**config.mk**
```make
export PLATFORM = sky130hd
export DESIGN_NAME = fetch_queue
export DESIGN_NICKNAME = d
export VERILOG_FILES = /design/src/rtl/fetch_queue.sv
export SDC_FILE = /design/constraint.sdc
export NUM_CORES = 1
export LEC_CHECK = 0
export CORE_UTILIZATION = 42
export CTS_CLUSTER_SIZE = 25
export DETAILED_ROUTE_END_ITERATION = 10
export DONT_BUFFER_PORTS = 1
export PLACE_DENSITY = 0.59
export SYNTH_ARGS = -nofsm -noshare
export SYNTH_HDL_FRONTEND = slang
export SYNTH_SLANG_ARGS = --single-unit
```
**constraint.sdc**
```tcl
create_clock -name clk -period 4.6 [get_ports clk]
set_clock_uncertainty 0.1 [all_clocks]
set_input_delay 0.69 -clock clk [delete_from_list [all_inputs] [get_ports clk]]
set_output_delay 0.69 -clock clk [all_outputs]
set_load 0.05 [all_outputs]
```
**src/rtl/fetch_queue.sv**
```systemverilog
// Instruction fetch front end: a DEPTH-entry queue between the instruction memory
// port and decode. Memory reads are in order and may be outstanding; redirects flush.
module fetch_queue #(
  parameter int unsigned    N        = 32,
  parameter int unsigned    DEPTH    = 4,
  parameter logic [N-1:0]   RESET_PC = '0
) (
  input  logic         clk,
  input  logic         rst,
  input  logic [N-1:0] ResultW,
  input  logic         PCSrcW,
  input  logic [N-1:0] ExtImmE,
  input  logic         BranchTakenE,
  output logic         ImemReq,
  output logic [N-1:0] ImemAddr,
  input  logic         ImemGnt,
  input  logic         ImemRValid,
  input  logic [N-1:0] ImemRData,
  input  logic         StallD,
  output logic         ValidD,
  output logic [N-1:0] InstrD,
  output logic [N-1:0] PCD,
  output logic [N-1:0] PCPlus4D
);

  localparam int unsigned AW = $clog2(DEPTH);
  localparam int unsigned CW = $clog2(DEPTH + 1);
  localparam logic [CW:0] DEPTH_C = (CW + 1)'(DEPTH);

  logic [N-1:0]  fetch_pc_q, fetch_pc_d;
  logic [N-1:0]  pc_q    [DEPTH];
  logic [N-1:0]  pc_d    [DEPTH];
  logic [N-1:0]  instr_q [DEPTH];
  logic [N-1:0]  instr_d [DEPTH];
  logic [DEPTH-1:0] filled_q, filled_d;
  logic [AW-1:0] head_q, head_d;
  logic [AW-1:0] alloc_q, alloc_d;
  logic [AW-1:0] fill_q, fill_d;
  logic [CW-1:0] count_q, count_d;
  logic [CW-1:0] discard_q, discard_d;

  logic          redirect;
  logic [N-1:0]  target;
  logic [CW:0]   occupancy;
  logic          grant;
  logic          pop;
  logic [CW-1:0] nfilled;

  always_comb begin
    redirect  = PCSrcW | BranchTakenE;
    target    = PCSrcW ? ResultW : ExtImmE;
    occupancy = {1'b0, count_q} + {1'b0, discard_q};
    ImemReq   = !redirect && (occupancy < DEPTH_C);
    ImemAddr  = fetch_pc_q;
    grant     = ImemReq & ImemGnt;
    ValidD    = filled_q[head_q];
    pop       = ValidD & ~StallD;
    InstrD    = instr_q[head_q];
    PCD       = pc_q[head_q];
    PCPlus4D  = pc_q[head_q] + N'(4);
  end

  always_comb begin
    nfilled = '0;
    for (int unsigned i = 0; i < DEPTH; i++) begin
      nfilled = nfilled + CW'(filled_q[i]);
    end
  end

  always_comb begin
    fetch_pc_d = fetch_pc_q;
    pc_d       = pc_q;
    instr_d    = instr_q;
    filled_d   = filled_q;
    head_d     = head_q;
    alloc_d    = alloc_q;
    fill_d     = fill_q;
    count_d    = count_q;
    discard_d  = discard_q;

    if (redirect) begin
      fetch_pc_d = target;
      filled_d   = '0;
      head_d     = '0;
      alloc_d    = '0;
      fill_d     = '0;
      count_d    = '0;
      // Unfilled allocated entries become stale reads. A response this cycle retires
      // either one older stale read or one of those, so it always nets -1.
      discard_d  = discard_q + (count_q - nfilled) - CW'(ImemRValid);
    end else begin
      if (grant) begin
        pc_d[alloc_q]     = fetch_pc_q;
        filled_d[alloc_q] = 1'b0;
        alloc_d           = alloc_q + 1'b1;
        fetch_pc_d        = fetch_pc_q + N'(4);
      end
      if (ImemRValid) begin
        if (discard_q != '0) begin
          discard_d = discard_q - 1'b1;
        end else begin
          instr_d[fill_q]  = ImemRData;
          filled_d[fill_q] = 1'b1;
          fill_d           = fill_q + 1'b1;
        end
      end
      if (pop) begin
        filled_d[head_q] = 1'b0;
        head_d           = head_q + 1'b1;
      end
      count_d = count_q + CW'(grant) - CW'(pop);
    end
  end

  always_ff @(posedge clk or negedge rst) begin
    if (!rst) begin
      fetch_pc_q <= RESET_PC;
      for (int unsigned i = 0; i < DEPTH; i++) begin
        pc_q[i]    <= '0;
        instr_q[i] <= '0;
      end
      filled_q  <= '0;
      head_q    <= '0;
      alloc_q   <= '0;
      fill_q    <= '0;
      count_q   <= '0;
      discard_q <= '0;
    end else begin
      fetch_pc_q <= fetch_pc_d;
      pc_q       <= pc_d;
      instr_q    <= instr_d;
      filled_q   <= filled_d;
      head_q     <= head_d;
      alloc_q    <= alloc_d;
      fill_q     <= fill_d;
      count_q    <= count_d;
      discard_q  <= discard_d;
    end
  end

endmodule
```
---- Yosys cells after proc, flatten, opt, wreduce, memory -nomap -nowiden ----
Index checks and enable logic that the tools add are counted.
cells by class
  bitwise logic cells ..................... 14
  order comparisons ....................... 12
  $add $sub $neg .......................... 15
  equal/unequal tests ..................... 1
  multiplexer cells ....................... 41
  reductions and logical operators ........ 16
operators with widths
  cell                     count
  $mux W32                 9
  $bwmux W128              2
  $bmux W32 S2             2
  $demux W32 S2            2
  $add A32 B3 Y32 const B  2
  $mux W4                  7
  $mux W2                  7
  $mux W3                  4
  $ge A3 B3 Y1 const B     3
  $lt A2 B3 Y1 const B     3
  $not A2 Y3               3
  $and A4 B4 Y4            2
  $not A4 Y4               2
  $reduce_bool A2 Y1       4
  $add A2 B1 Y2 const B    3
  $add A3 B1 Y3            2
  $demux W1 S2             3
  $ge A2 B1 Y1 const B     3
  $logic_and A1 B1 Y1      6
  $lt A3 B1 Y1 const B     2
  $reduce_and A2 Y1        3
  $sub A3 B1 Y3            2
  $add A3 B3 Y4            1
  $lt A4 B3 Y1 const B     1
  other kinds (15)         21
storage, ports and cells
  input port bits ......................... 103
  bits in registers ....................... 304

---- Longest topological paths before layout ----
Gate-level depths: netlist of run 1.
  word-level depth ........................ 15
  depth in mapped cells ................... 14
  mapped depth without buffers ............ 12

---- Worst setup path before layout of run 1 ----
No wires, ideal clock.
  path kind ............................... register to output
  from .................................... register head_q[0]
  to ...................................... output PCPlus4D[30]
  cell stages (with the launch flop) ...... 10
  slack ................................... 698 ps
  arrival ................................. 3,112 ps
  cell sequence ........................... dfrtp_1 -> buf_6 -> buf_12 -> mux4_1 -> ha_1 -> and3_1 -> buf_2 -> nand2_2 -> nor3_1 -> xnor2_1
on the way
  cells in the longest elaborated chain, start to end .. 5
ends and longest elaborated chain
  what                    RTL line  text
  from (decl)             36        logic [AW-1:0] head_q, head_d;
  from (signal assigned)  123       head_q <= '0;
  from (signal assigned)  133       head_q <= head_d;
  $not A2 Y3              --
  $bmux W32 S2            --
  $mux W32 (2 in a row)   --
  via PCD[2]              22        output logic [N-1:0] PCD,
  $add A32 B3 Y32         60        PCPlus4D = pc_q[head_q] + N'(4);
  to (decl)               23        output logic [N-1:0] PCPlus4D
The timed path passes the listed nets, and every way through them passes these cells. The select of a mux whose other input is x is not followed.

---- Final worst setup path of run 1 ----
  from .................................... register head_q[0]
  to ...................................... output PCPlus4D[31]
Same word-level chain as after synthesis.

==> results of run 1 <==
[cell type report]
cell class / instances / area (um^2)
Tap cell: 455 / 569
Inverter: 33 / 124
Timing Repair Buffer: 51 / 383
Fill cell: 3096 / 18100
Clock buffer: 50 / 1040
Sequential cell: 304 / 7610
Multi-Input combinational cell: 712 / 6980
Clock inverter: 9 / 85.1
[routing by layer]
layer | vias up | track usage [%]
met5 | - | 0
met4 | 0 | 5.40
met3 | 44 | 5.98
met2 | 289 | 34.4
met1 | 4854 | 26.5
li1 | 4176 | -
[kinds of logic after synthesis]
kind of cell             Yosys count
flip-flops                       304
multiplexers                     307
AND/OR/NAND/NOR                  198
adder cells (fa/ha/maj)           29
buffers and inverters            106
AO/OA/AOI/OAI                    133
XOR/XNOR                          45
[flip-flops by register name, summed over array words and instances, names as in the netlist]
name       cells
ImemAddr      32
alloc_q        2
count_q        3
discard_q      3
fill_q         2
filled_q       4
head_q         2
instr_q      128
pc_q         128
[worst max-delay path, cell delays in order, from the launching register on]
cell	delay, ns
dfrtp_4	0.83
buf_4	0.29
mux4_1	0.67
and4_1	0.34
nand4_1	0.14
nor4_2	0.35
xor2_1	0.18
buf_4	0.21
[worst paths after layout]
kind | startpoint | end | slack [ns] | cells after the start
setup reg to reg | filled_q[0]$_DFF_PN0_ | discard_q[2]$_DFFE_PN0P_ | 0.89 | 12
setup / recovery | head_q[0]$_DFFE_PN0P_ | PCPlus4D[31] | 0.26 | 7
max in group asynchronous | rst | pc_q[29]$_DFFE_PN0P_ | 4.04 | 0
hold / removal | rst | ImemAddr[7]$_DFFE_PN0P_ | -0.24 | 0
min in group clk | PCSrcW | ImemAddr[9]$_DFFE_PN0P_ | 0.18 | 1
hold reg to reg | pc_q[46]$_DFFE_PN0P_ | pc_q[46]$_DFFE_PN0P_ | 0.37 | 2
[layout by cell type (no fill, tap or decap), types with 19 or more instances in the layout]
cell	instances
dfrtp_1	302
mux2_2	237
nand2_1	69
buf_4	51
mux4_2	50
o21ai_0	42
clkbuf_16	38
inv_1	32
xnor2_1	26
ha_1	23
a21oi_1	22
xor2_1	19
[power breakdown]
part | internal, mW | switching, mW
clock | 1.62 | 1.10
combinational | 0.982 | 2.38
sequential | 3.10 | 0.388
==> impl_metrics.json, run 1 <==
{
  "worst_setup_path_end_kind": "output port",
  "synth_top_area_share_pct": 50.5,
  "synth_top_cells_by_count": "dfrtp_1, mux2_2, nand2_1",
  "grt_use_total_pct": 20.7,
  "setup_viol": 0,
  "placed_area_um2": 15700,
  "synth_edf_count": 0,
  "yosys.area_share.simple_pct": 7.16,
  "drt_pass1_iterations": 5,
  "cts_tree": "built",
  "hpwlAfterDp_um": 23800,
  "synth.top_cells.by_area": "dfrtp_1, mux2_2, mux4_2, mux4_1, ha_1",
  "rows": 68,
  "drt_wl_total_um": 37200,
  "final_core_utilization_pct": 48.1,
  "die_h_um": 191,
  "drive_gt1_share_pct": 35.2,
  "synth-main-ff-cell": "dfrtp_1",
  "post-place-ws_ns": 0.560,
  "period_share_pct": 94.5,
  "start_util_pct": 43.2,
  "num_vias": 9363,
  "hold_path_class": "primary input to async pin",
  "violations": "negative hold slack",
  "die_w_um": 191,
  "top_layer": "met4",
  "max_freq_mhz": 230,
  "maxCapViolations": 0,
  "syn_avg_cell_area_um2": 13.4,
  "cp_data_arrival_time_ns": 3.55,
  "fp.dieArea_um2": 36600,
  "post_cts_buffers": 0,
  "dr.first_iter.drc_count": 435,
  "clock-sinks": 304,
  "clkLatencyLatePin_ns": 0.52,
  "synth_compound_area_share_pct": 5.63,
  "critPathMaxFanout": 28,
  "gp_congestion": 0.824,
  "antenna_found_initial": 0,
  "leakage_nw": 7.66,
  "setup_tns_ns": 0,
  "yosysTopAreaCell": "dfrtp_1",
  "grt_pass1_wl_um": 57600,
  "wl_met1_um": 15700,
  "grt_start_max_net_pins": 305,
  "core_area_um2": 34900,
  "cts-htree-levels": 2,
  "met2_length_um": 17900,
  "syn_area_um2": 15100,
  "slew_headroom_pct": 22.6,
  "synthMuxAreaShare_pct": 28.2,
  "syn_inst": 1122,
  "wl_per_cell_um": 23.0,
  "synth_xor_area_share_pct": 2.62,
  "rsz0062_at_grt": "false",
  "io_buffers": 0,
  "diodes": 0,
  "routed-wl-met3_um": 2870,
  "peakVddDrop_uv": 414,
  "via_per_inst": 5.80,
  "grt-ovfl-total": 0,
  "power_mw": 9.57,
  "maxSlewViolCount": 0,
  "fin_ws_ns": 0.255,
  "cts_inserted_buffers": 36,
  "status": "finished with violations",
  "synthArstFlopShare_pct": 100,
  "drc": 0,
  "synth.net_count": 1254,
  "crit_required_ns": 3.81,
  "hold_viol_final": 304,
  "clock-root-buffer": "clkbuf_16",
  "power_density_nw_per_um2": 570,
  "synth_top_family_by_area": "multiplexers",
  "ant_nets": 0,
  "critPathKind": "flip-flop to output port",
  "areaGrowthSynthToFinish_pct": 11.5,
  "stdcell_count": 1614,
  "ys_seq_elements": 304,
  "io_pins": 233,
  "synthDistinctLibCells": 55,
  "fin_nets": 1270,
  "synthAdderAreaFrac_pct": 2.71,
  "yosysWarningCount": 0,
  "worst_pin_slew_ns": 1.16,
  "fin_area_um2": 16800,
  "cts_resized": 0,
  "dp.cells": 1555,
  "path_clk_slew_ns": 0.06,
  "critPathLaunchType": "flip-flop",
  "synth-seq-area-share_pct": 50.5,
  "clk_path_buf_depth": 3,
  "fin_crit_ns": 4.34,
  "grt_pass1_vias": 9718,
  "hold_slack_ns": -0.242,
  "synth.most_common_cell": "dfrtp_1"
}
(Power assumes the default switching activity.)
==> inputs of run 2 (changes only) <==
TNS_END_PERCENT = 100   (was not set)
==> results of run 2 <==
No change in the layout: final DEF, timing and power equal those of run 1.
==> RTL change (config.mk and constraints of run 1) <==
Set the parameter `N` to 64 (it was 32).
--- a/src/rtl/fetch_queue.sv
+++ b/src/rtl/fetch_queue.sv
@@ -2,5 +2,5 @@
 // port and decode. Memory reads are in order and may be outstanding; redirects flush.
 module fetch_queue #(
-  parameter int unsigned    N        = 32,
+  parameter int unsigned    N        = 64,
   parameter int unsigned    DEPTH    = 4,
   parameter logic [N-1:0]   RESET_PC = '0
Interface: changed (7 resized); port bits go from 233 to 457. No check against the original RTL was run, so the function may have changed too.
==> RTL change against run 1 <==
The flow finishes with violations (hold timing, slew limit); synthesized area is 94% higher; critical path depth increased by 1; total power is 98% higher; setup slack worse by 0.15 ns; global-route usage grew 3.0 points; routed wire length grew 130%; utilization rose by 0.15 points; count of clock-buffer cells in the layout rose by 44; critical endpoint is now PCPlus4D[63]; sequential cell count rose by 288; design area up 98%.
==> RTL change: results <==
{
  "syn_inst": 2204,
  "cts_root_buf": "clkbuf_16",
  "hp-class": "in2async",
  "async_flop_share_pct": 100,
  "r2r_cells": 12,
  "grt_pass1_wl_um": 126000,
  "grt_util_met1_pct": 29.0,
  "ir_drop_v": 0.000395,
  "synthTopCellsByArea": "dfrtp_1, mux2_2, mux4_2",
  "hold_violations": 174,
  "grt_start_max_net_pins": 593,
  "yosysWarnings": 0,
  "dr.pass1.iters": 8,
  "violations": "hold timing, slew limit",
  "dpl.hpwl_um": 56400,
  "post_drt_via_cell_ratio": 5.88,
  "grt_antenna_before_repair": 9,
  "use_met3_pct": 8.34,
  "maxSlewHeadroom_pct": -107,
  "globalRouteTotalUtil_pct": 23.7,
  "ys_types": 79,
  "slew_viol_final": 407,
  "drive_gt1_share_pct": 37.6,
  "syn_nets": 2432,
  "holdWs_ns": -0.307,
  "critPathMaxFanout": 31,
  "cts-htree-levels": 3,
  "fin_nets": 2493,
  "yosysSeqAreaShare_pct": 50.7,
  "worstSkewPairLatency_ns": 0.60,
  "gp_congestion": 0.849,
  "synthTopCellsByCount": "dfrtp_1, mux2_2, nand2_1, clkbuf_1",
  "p_leak_nw": 14.9,
  "ys.flop_type": "dfrtp_1",
  "outcome": "complete, but fails checks",
  "portBuffers": 0,
  "cts_buffers": 69,
  "drt_iter0_drc": 1525,
  "clockBufferDepth": 3,
  "use_met2_pct": 38.4,
  "grt_pass1_vias": 20000,
  "wl_per_cell_um": 25.9,
  "place_area_um2": 30800
}
[RTL change: final timing paths]
kind	start	to	slack (ns)
worst min register to register	pc_q[251]	pc_q[251]	0.38
worst max register to register	filled_q[0]	discard_q[2]	0.89
max in group asynchronous	rst	ImemAddr[2]	2.27
worst max-delay path	head_q[0]	PCPlus4D[63]	0.10
worst min-delay path	rst	pc_q[78]	-0.31
min in group clk	PCSrcW	ImemAddr[9]	0.11
[RTL change: stage by stage]
| step | std cells | worst slack (ns) | TNS [ns] |
|---|---|---|---|
| 2_1_floorplan | 2204 | 0.231 | 0 |
| 3_3_place_gp | 3119 | 0.300 | 0 |
| 3_5_place_dp | 3119 | 0.333 | 0 |
| 4_1_cts | 3237 | 0.00869 | 0 |
| 5_1_grt | 3245 | -0.0131 | -0.0131 |
| 6_report | 3245 | 0.100 | 0 |
[RTL change: report_power, final]
part / switching [mW] / internal, mW / total (mW)
sequential: 0.727 / 5.94 / 6.67
clock: 2.17 / 3.26 / 5.43
combinational: 4.83 / 2.02 / 6.85
[RTL change: cell type report]
type | count | area, um^2
timing repair buffer | 150 | 1190
fill | 6038 | 35500
multi-input combinational | 1412 | 13600
antenna | 5 | 12.5
inverter | 40 | 150
tap | 931 | 1160
sequential | 592 | 14800
clock inverter | 21 | 293
clock buffer | 94 | 1920
[RTL change: cell families (layout without fill, tap and decap cells)]
logic type | Yosys count | count (layout) | share of synthesized area, %
other cells | 0 | 5 | 0
simple gates | 423 | 423 | 7.85
mux | 610 | 610 | 28.8
compound gates | 258 | 258 | 5.41
flops | 592 | 592 | 50.7
xor+xnor | 92 | 92 | 2.76
fa+ha+maj | 29 | 29 | 1.40
buf+inv | 200 | 305 | 3.12
[RTL change: critical path: stages, from the launching register on]
cell and delay [ns]:
dfrtp_4 0.54, buf_12 0.21, mux4_2 0.64, nand4_1 0.22, nor4_2 0.45, nand3_2 0.33, nor3_2 0.28, xor2_1 0.17
buf_4 0.22
[RTL change: timing repair]
item / 4_1_cts / 5_1_grt
endpoints found under the setup margin: 29 / 5
endpoints found under the hold margin: 592 / 592
resized for setup: 6 / 6
buffers inserted: 3 / 3
pin swaps: 1 / 2
[RTL change: metal layers]
layer / routed length, um / vias to the layer above
met5: 90 / -
met4: 2530 / 8
met1: 33100 / 9899
met2: 40300 / 721
li1: - / 8314
met3: 8010 / 139
